<file path="src/rtl/mips32_pkg.sv">
// Shared types and constants for the MIPS32 byte-stream program loader.
package mips32_pkg;

  // Loader states, in frame order.
  typedef enum logic [2:0] {
    HDR_HI  = 3'd0,
    HDR_LO  = 3'd1,
    PAYLOAD = 3'd2,
    CHECK   = 3'd3,
    START   = 3'd4,
    DONE    = 3'd5,
    ERROR   = 3'd6
  } state_e;

  // Frame overhead around the payload.
  localparam int HDR_BYTES   = 2;
  localparam int CKSUM_BYTES = 1;

endpackage

</file>
<file path="src/rtl/mips32_word_assembler.sv">
// Packs a stream of bytes into big-endian 32-bit words.
// word_last is a same-cycle strobe on the 4th byte of a word; word_valid
// pulses one cycle later, and word then holds the completed word until
// the next one finishes.
module mips32_word_assembler (
  input  logic        clk1,
  input  logic        rst,
  input  logic        byte_valid,
  input  logic [7:0]  byte_in,
  output logic [31:0] word,
  output logic        word_valid,
  output logic        word_last
);

  logic [1:0]  byte_cnt_q, byte_cnt_d;
  logic [23:0] shift_q, shift_d;
  logic [31:0] word_q, word_d;
  logic        word_valid_q, word_valid_d;

  assign word_last  = byte_valid && (byte_cnt_q == 2'd3);
  assign word       = word_q;
  assign word_valid = word_valid_q;

  // Shift bytes in MSB first and latch the word on its 4th byte.
  always_comb begin
    // NOTE: every signal gets a default before any branch, otherwise a
    // path that skips an assignment infers a latch.
    byte_cnt_d   = byte_cnt_q;
    shift_d      = shift_q;
    word_d       = word_q;
    word_valid_d = 1'b0;
    if (byte_valid) begin
      shift_d    = {shift_q[15:0], byte_in};
      byte_cnt_d = byte_cnt_q + 2'd1;
    end
    if (word_last) begin
      word_d       = {shift_q, byte_in};
      word_valid_d = 1'b1;
    end
  end

  // State registers with synchronous reset.
  always_ff @(posedge clk1) begin
    // NOTE: non-blocking assignments here so every flop samples the
    // pre-edge value of every other flop, independent of statement order.
    if (rst) begin
      byte_cnt_q   <= '0;
      shift_q      <= '0;
      word_q       <= '0;
      word_valid_q <= 1'b0;
    end else begin
      byte_cnt_q   <= byte_cnt_d;
      shift_q      <= shift_d;
      word_q       <= word_d;
      word_valid_q <= word_valid_d;
    end
  end

endmodule

</file>
<file path="src/rtl/mips32_boot_loader.sv">
// Framed byte-stream loader for pipe_MIPS32: parses a 16-bit word count,
// writes the payload words from address 0, verifies an XOR checksum and
// then releases the core with a one-cycle start pulse.
module mips32_boot_loader
  import mips32_pkg::*;
#(
  parameter int ADDR_W    = 10,
  parameter int MAX_WORDS = 1024
) (
  input  logic              clk1,
  input  logic              rst,
  input  logic              in_valid,
  input  logic [7:0]        in_byte,
  output logic              in_ready,
  output logic              mem_we,
  output logic [ADDR_W-1:0] mem_addr,
  output logic [31:0]       mem_wdata,
  output logic              core_hold,
  output logic              core_start,
  output logic              busy,
  output logic              done,
  output logic              err
);

  // Word count limit in the same 16-bit unsigned domain as the header.
  localparam logic [15:0] MAX_WORDS_W = 16'(MAX_WORDS);

  state_e            state_q, state_d;
  logic [7:0]        count_hi_q, count_hi_d;
  logic [15:0]       count_q, count_d;
  logic [15:0]       widx_q, widx_d;
  logic [7:0]        cksum_q, cksum_d;
  logic [ADDR_W-1:0] mem_addr_q, mem_addr_d;
  logic              core_hold_q, core_hold_d;
  logic              core_start_q, core_start_d;
  logic              busy_q, busy_d;
  logic              done_q, done_d;
  logic              err_q, err_d;

  logic        accept;
  logic        byte_stb;
  logic        word_last;
  logic [15:0] hdr_count;

  assign in_ready  = (state_q == HDR_HI) || (state_q == HDR_LO) ||
                     (state_q == PAYLOAD) || (state_q == CHECK);
  assign accept    = in_valid && in_ready;
  assign byte_stb  = accept && (state_q == PAYLOAD);
  assign hdr_count = {count_hi_q, in_byte};

  mips32_word_assembler u_asm (
    .clk1       (clk1),
    .rst        (rst),
    .byte_valid (byte_stb),
    .byte_in    (in_byte),
    .word       (mem_wdata),
    .word_valid (mem_we),
    .word_last  (word_last)
  );

  assign mem_addr   = mem_addr_q;
  assign core_hold  = core_hold_q;
  assign core_start = core_start_q;
  assign busy       = busy_q;
  assign done       = done_q;
  assign err        = err_q;

  // Frame parser: next state and next registered outputs.
  always_comb begin
    state_d      = state_q;
    count_hi_d   = count_hi_q;
    count_d      = count_q;
    widx_d       = widx_q;
    cksum_d      = cksum_q;
    mem_addr_d   = mem_addr_q;
    core_hold_d  = core_hold_q;
    core_start_d = 1'b0;
    busy_d       = busy_q;
    done_d       = done_q;
    err_d        = err_q;

    case (state_q)
      HDR_HI: if (accept) begin
        count_hi_d = in_byte;
        busy_d     = 1'b1;
        state_d    = HDR_LO;
      end
      HDR_LO: if (accept) begin
        count_d = hdr_count;
        if ((hdr_count == 16'd0) || (hdr_count > MAX_WORDS_W)) begin
          state_d = ERROR;
          err_d   = 1'b1;
          busy_d  = 1'b0;
        end else begin
          state_d = PAYLOAD;
        end
      end
      PAYLOAD: if (accept) begin
        cksum_d = cksum_q ^ in_byte;
        if (word_last) begin
          mem_addr_d = widx_q[ADDR_W-1:0];
          widx_d     = widx_q + 16'd1;
          if (widx_q == count_q - 16'd1) state_d = CHECK;
        end
      end
      CHECK: if (accept) begin
        busy_d = 1'b0;
        if (in_byte == cksum_q) begin
          state_d      = START;
          core_start_d = 1'b1;
          core_hold_d  = 1'b0;
          done_d       = 1'b1;
        end else begin
          state_d = ERROR;
          err_d   = 1'b1;
        end
      end
      START:   state_d = DONE;
      DONE:    state_d = DONE;
      ERROR:   state_d = ERROR;
      default: state_d = HDR_HI;
    endcase
  end

  // Parser registers; reset parks the core and clears the load context.
  always_ff @(posedge clk1) begin
    if (rst) begin
      state_q      <= HDR_HI;
      count_hi_q   <= '0;
      count_q      <= '0;
      widx_q       <= '0;
      cksum_q      <= '0;
      mem_addr_q   <= '0;
      core_hold_q  <= 1'b1;
      core_start_q <= 1'b0;
      busy_q       <= 1'b0;
      done_q       <= 1'b0;
      err_q        <= 1'b0;
    end else begin
      state_q      <= state_d;
      count_hi_q   <= count_hi_d;
      count_q      <= count_d;
      widx_q       <= widx_d;
      cksum_q      <= cksum_d;
      mem_addr_q   <= mem_addr_d;
      core_hold_q  <= core_hold_d;
      core_start_q <= core_start_d;
      busy_q       <= busy_d;
      done_q       <= done_d;
      err_q        <= err_d;
    end
  end

endmodule

</file>
<file path="config.mk">
export PLATFORM = sky130hd
export DESIGN_NAME = mips32_boot_loader
export DESIGN_NICKNAME = d
export VERILOG_FILES = /design/src/rtl/mips32_pkg.sv /design/src/rtl/mips32_word_assembler.sv /design/src/rtl/mips32_boot_loader.sv
export SDC_FILE = /design/constraint.sdc
export NUM_CORES = 1
export LEC_CHECK = 0
export CAP_MARGIN = 20
export CORE_MARGIN = 5
export CORE_UTILIZATION = 51
export CTS_BUF_LIST = sky130_fd_sc_hd__clkbuf_4 sky130_fd_sc_hd__clkbuf_8 sky130_fd_sc_hd__clkbuf_16
export DETAILED_ROUTE_END_ITERATION = 6
export PLACE_DENSITY = 0.8
export SYNTH_ARGS = -nofsm -noshare
export SYNTH_HDL_FRONTEND = slang
export SYNTH_HIERARCHICAL = 1
export SYNTH_SLANG_ARGS = --single-unit
</file>
<file path="constraint.sdc">
create_clock -name clk1 -period 2.3 [get_ports clk1]
set_input_delay 0.69 -clock clk1 [delete_from_list [all_inputs] [get_ports clk1]]
set_output_delay 0.69 -clock clk1 [all_outputs]
set_load 0.03 [all_outputs]
</file>
==> impl_table.tex <==
\begin{tabular}{lr}
\hline
Metric & Value \\
\hline
\multicolumn{2}{l}{\textbf{Yosys}} \\
\quad Mean area per synthesized cell & 8.86 µm² \\
\quad Number of library cell types mapped by synthesis & 49 \\
\quad Ys async rst share & 0 \\
\quad Syn Std Cell Area & 5580 µm² \\
\quad Share of synthesized area occupied by flip-flops and latches & 0.448 \\
\quad Post-Synthesis Net Count & 644 \\
\quad Number of flops mapped to enable cells by yosys & 0 \\
\quad Count of synthesis-stage warnings from yosys & 6 \\
\quad Synthesized flop and latch total & 125 \\
\quad Predominant post-synthesis flop cell & sky130\_fd\_sc\_hd\_\_dfxtp\_1 \\
\quad Post-Syn Instances & 630 \\
\multicolumn{2}{l}{\textbf{Clocking}} \\
\quad Longest Clk Path Bufs & 2 \\
\quad Clk Latency, worst-skew pair & 510 ps \\
\quad Clock tree from TritonCTS & built \\
\quad TritonCTS buffer count & 17 \\
\quad Hold-fix buffers at CTS & 0 \\
\quad Clock sinks & 125 \\
\quad Clock edge transition at the registers on the reported setup and hold paths & 60 ps \\
\quad Number of H-tree branching levels & 4 \\
\quad Root Driver & sky130\_fd\_sc\_hd\_\_clkbuf\_8 \\
\quad Number of buffers inserted by post-CTS setup repair & 0 \\
\multicolumn{2}{l}{\textbf{Routing}} \\
\quad Drt first-iter violations & 356 \\
\quad Antenna violation net count after detailed routing & 0 \\
\quad Total number of vias & 4,523 \\
\quad \# DRC & 0 \\
\quad Routed wire length & 13,200 µm \\
\quad Pre-Repair DR Iteration Count & 5 \\
\quad Number of vias per cell after detailed routing & 5.36 \\
\quad Average detailed-routed wire length per instance & 15.7 µm \\
\multicolumn{2}{l}{\textbf{STA}} \\
\quad Slew of the pin with the lowest slew margin & 625 ps \\
\quad Final worst-path cycle share & 0.974 \\
\quad Final count of negative-setup-slack endpoints & 0 \\
\quad Final Hold Vio Count & 0 \\
\quad Total Neg Setup Slack & 0 ps \\
\quad Worst Clk Skew & 7.64 ps \\
\quad Clock period minus final worst setup slack & 2240 ps \\
\quad Worst Setup Slack, final & 58.9 ps \\
\quad Maximum clock rate & 446 MHz \\
\quad Final max-slew violation count & 0 \\
\quad Max-Slew Margin vs Limit & 0.583 \\
\quad Setup repair after global routing missed its margin & no \\
\multicolumn{2}{l}{\textbf{Place}} \\
\quad Worst slack after detailed placement & -303 ps \\
\quad Routability-driven placement congestion ratio & 0.880 \\
\quad I/O Buffers & 59 \\
\quad Half-perimeter wire length after detailed placement & 8590 µm \\
\multicolumn{2}{l}{\textbf{Critical path}} \\
\quad Worst setup SP type & flop \\
\quad Worst path cell trace & clkdlybuf4s50\_1 \\
\quad Worst Setup End Kind & primary output \\
\quad Worst setup path category & reg -> out \\
\quad Critical Path Slowest Stage Cell & sky130\_fd\_sc\_hd\_\_clkdlybuf4s50\_1 \\
\quad CP Data Arrival Time & 1550 ps \\
\quad Bufs and invs on worst path & 1 \\
\quad Top delay family on crit path & buffers and inverters \\
\quad Worst endpoint required time & 1610 ps \\
\quad Maximum cell stage delay along the critical path & 680 ps \\
\quad Worst Path Max Fanout & 2 \\
\multicolumn{2}{l}{\textbf{Floorplan}} \\
\quad Number of core rows & 38 \\
\quad Overall die area & 13,100 µm² \\
\quad Placeable core area & 10,800 µm² \\
\quad Initial cell density of the core & 0.517 \\
\quad Overall die width & 115 µm \\
\quad Die boundary height & 115 µm \\
\quad Number of top-level design ports & 60 \\
\multicolumn{2}{l}{\textbf{Global route}} \\
\quad Initial antenna violation count & 0 \\
\quad Grt ovf & 0 \\
\quad Pin count of the biggest net entering global routing & 123 \\
\quad Vias in the first global route & 4,497 \\
\quad Global-route wire length before repair & 22,100 µm \\
\quad GRT Resource Usage Total & 0.210 \\
\multicolumn{2}{l}{\textbf{Finish}} \\
\quad Util after Layout & 0.642 \\
\quad Leading cell types in the layout, fill and taps excluded & 125 x sky130\_fd\_sc\_hd\_\_dfxtp\_1, 93 x sky130\_fd\_sc\_hd\_\_nand2\_1, 59 x sky130\_fd\_sc\_hd\_\_nor2\_1 \\
\quad Most common cell after layout, fill and taps aside & sky130\_fd\_sc\_hd\_\_dfxtp\_1 \\
\quad Net count of the finished layout & 705 \\
\quad Storage element area & 2500 µm² \\
\quad Filler cells & 856 \\
\quad Antenna diode count & 0 \\
\quad Area growth from synthesis to layout & 24.0\% \\
\quad Proportion of layout cells with a drive suffix above 1 & 0.126 \\
\quad Combined area of the multi-input logic cells & 2790 µm² \\
\multicolumn{2}{l}{\textbf{Power and ir drop}} \\
\quad Share of total power consumed by net switching & 0.254 \\
\quad Internal power of the cells & 4040 µW \\
\quad Power per cell area & 782 nW/µm² \\
\quad Clock Power Share & 0.491 \\
\quad Switching power total & 1380 µW \\
\quad Leakage power & 0.00253 µW \\
\quad Maximum resistive drop on vdd & 486 µV \\
\quad Share of power burned in registers & 0.419 \\
\quad Combinational share of power & 0.090 \\
\multicolumn{2}{l}{\textbf{Status}} \\
\quad Result of the run & complete, no violations \\
\multicolumn{2}{l}{\textbf{Worst hold path}} \\
\quad Min-delay worst type & reg -> reg \\
\multicolumn{2}{l}{\textbf{Job}} \\
\quad Max-cap violations & 0 \\
\hline
\end{tabular}
## synth_stat cells (all sizes together) (3+ instances only)
library cell	n	area [µm²]
nand2b	3	18.8
ha	3	37.5
nor2	59	221
a21oi	74	438
or4	4	38.8
inv	12	45.0
a21bo	32	320
xnor2	22	193
dfxtp	125	2500
nor4	7	50.1
mux2i	25	250
or3	5	36.3
and2	3	18.8
clkbuf	17	63.8
xor2	32	280
nor3	7	40.0
o21ai	12	60.1
nand4	7	58.8
nand2	93	349
nand3	42	210
buf	26	191
## sequential cells by signal, summed over array words and instances, names as in the netlist
name,flops
u_asm/shift_q,24
core_hold,1
err,1
mem_addr,10
cksum_q,8
core_start,1
state_q,3
count_q,16
u_asm/word_valid,1
u_asm/byte_cnt_q,2
u_asm/word,32
done,1
widx_q,16
count_hi_q,8
busy,1
## worst paths after layout
check / from / endpoint / slack (ps) / cells after the start
max: u_asm/word[16] / mem_wdata[16] / 60 / 1
min: done / done / 450 / 1
max reg2reg: count_q[0] / state_q[0] / 210 / 7
min reg2reg: done / done / 450 / 1
## stage by stage
stage	power, µW	cell area (µm²)	instances	hold WS (ps)
2_1_floorplan	2640	5580	630	440
6_report	5410	6920	844	454
4_1_cts	5430	6910	844	460
3_5_place_dp	2790	6320	812	448
5_1_grt	5610	6920	844	479
3_3_place_gp	2770	6320	812	440
## repair_timing
item                                    in CTS  in global routing
cloned                                       0                  0
pin swaps                                    0                  0
resized for setup                            2                  4
endpoints found under the setup margin       2                  4
## power by group through the flow
stage                     clock network [µW]  logic [µW]  registers [µW]
final                                   2660         487            2270
after global routing                    2800         537            2270
after CTS                               2690         482            2270
after detailed placement                   0         479            2310
after global placement                     0         463            2310
after floorplan                            0         341            2300
## kinds of logic (layout without fill, tap and decap cells)
| group | count (synthesis) | count (layout) | share of synthesized area |
|---|---|---|---|
| DFF | 125 | 125 | 0.448 |
| and+or+nand+nor | 240 | 240 | 0.201 |
| buffers and inverters | 55 | 129 | 0.0538 |
| muxes | 25 | 25 | 0.0448 |
| adders and majority gates | 3 | 3 | 0.00672 |
| AOI/OAI and AO/OA | 128 | 128 | 0.161 |
| xor gates and xnor gates | 54 | 54 | 0.0847 |
## routing by layer
layer,GRT usage,vias up,share of wire
li1,-,2253,-
met1,0.266,2120,0.44
met2,0.332,119,0.48
met3,0.0613,31,0.051
met4,0.0887,0,0.031
met5,0,-,0
## cell type report
cell class,count,share of cell area
Multi-Input combinational cell,450,0.403
Sequential cell,125,0.361
Clock inverter,13,0.0222
Timing Repair Buffer,85,0.117
Clock buffer,19,0.0638
Inverter,12,0.00651
Tap cell,140,0.0253
(Power assumes the default switching activity.)
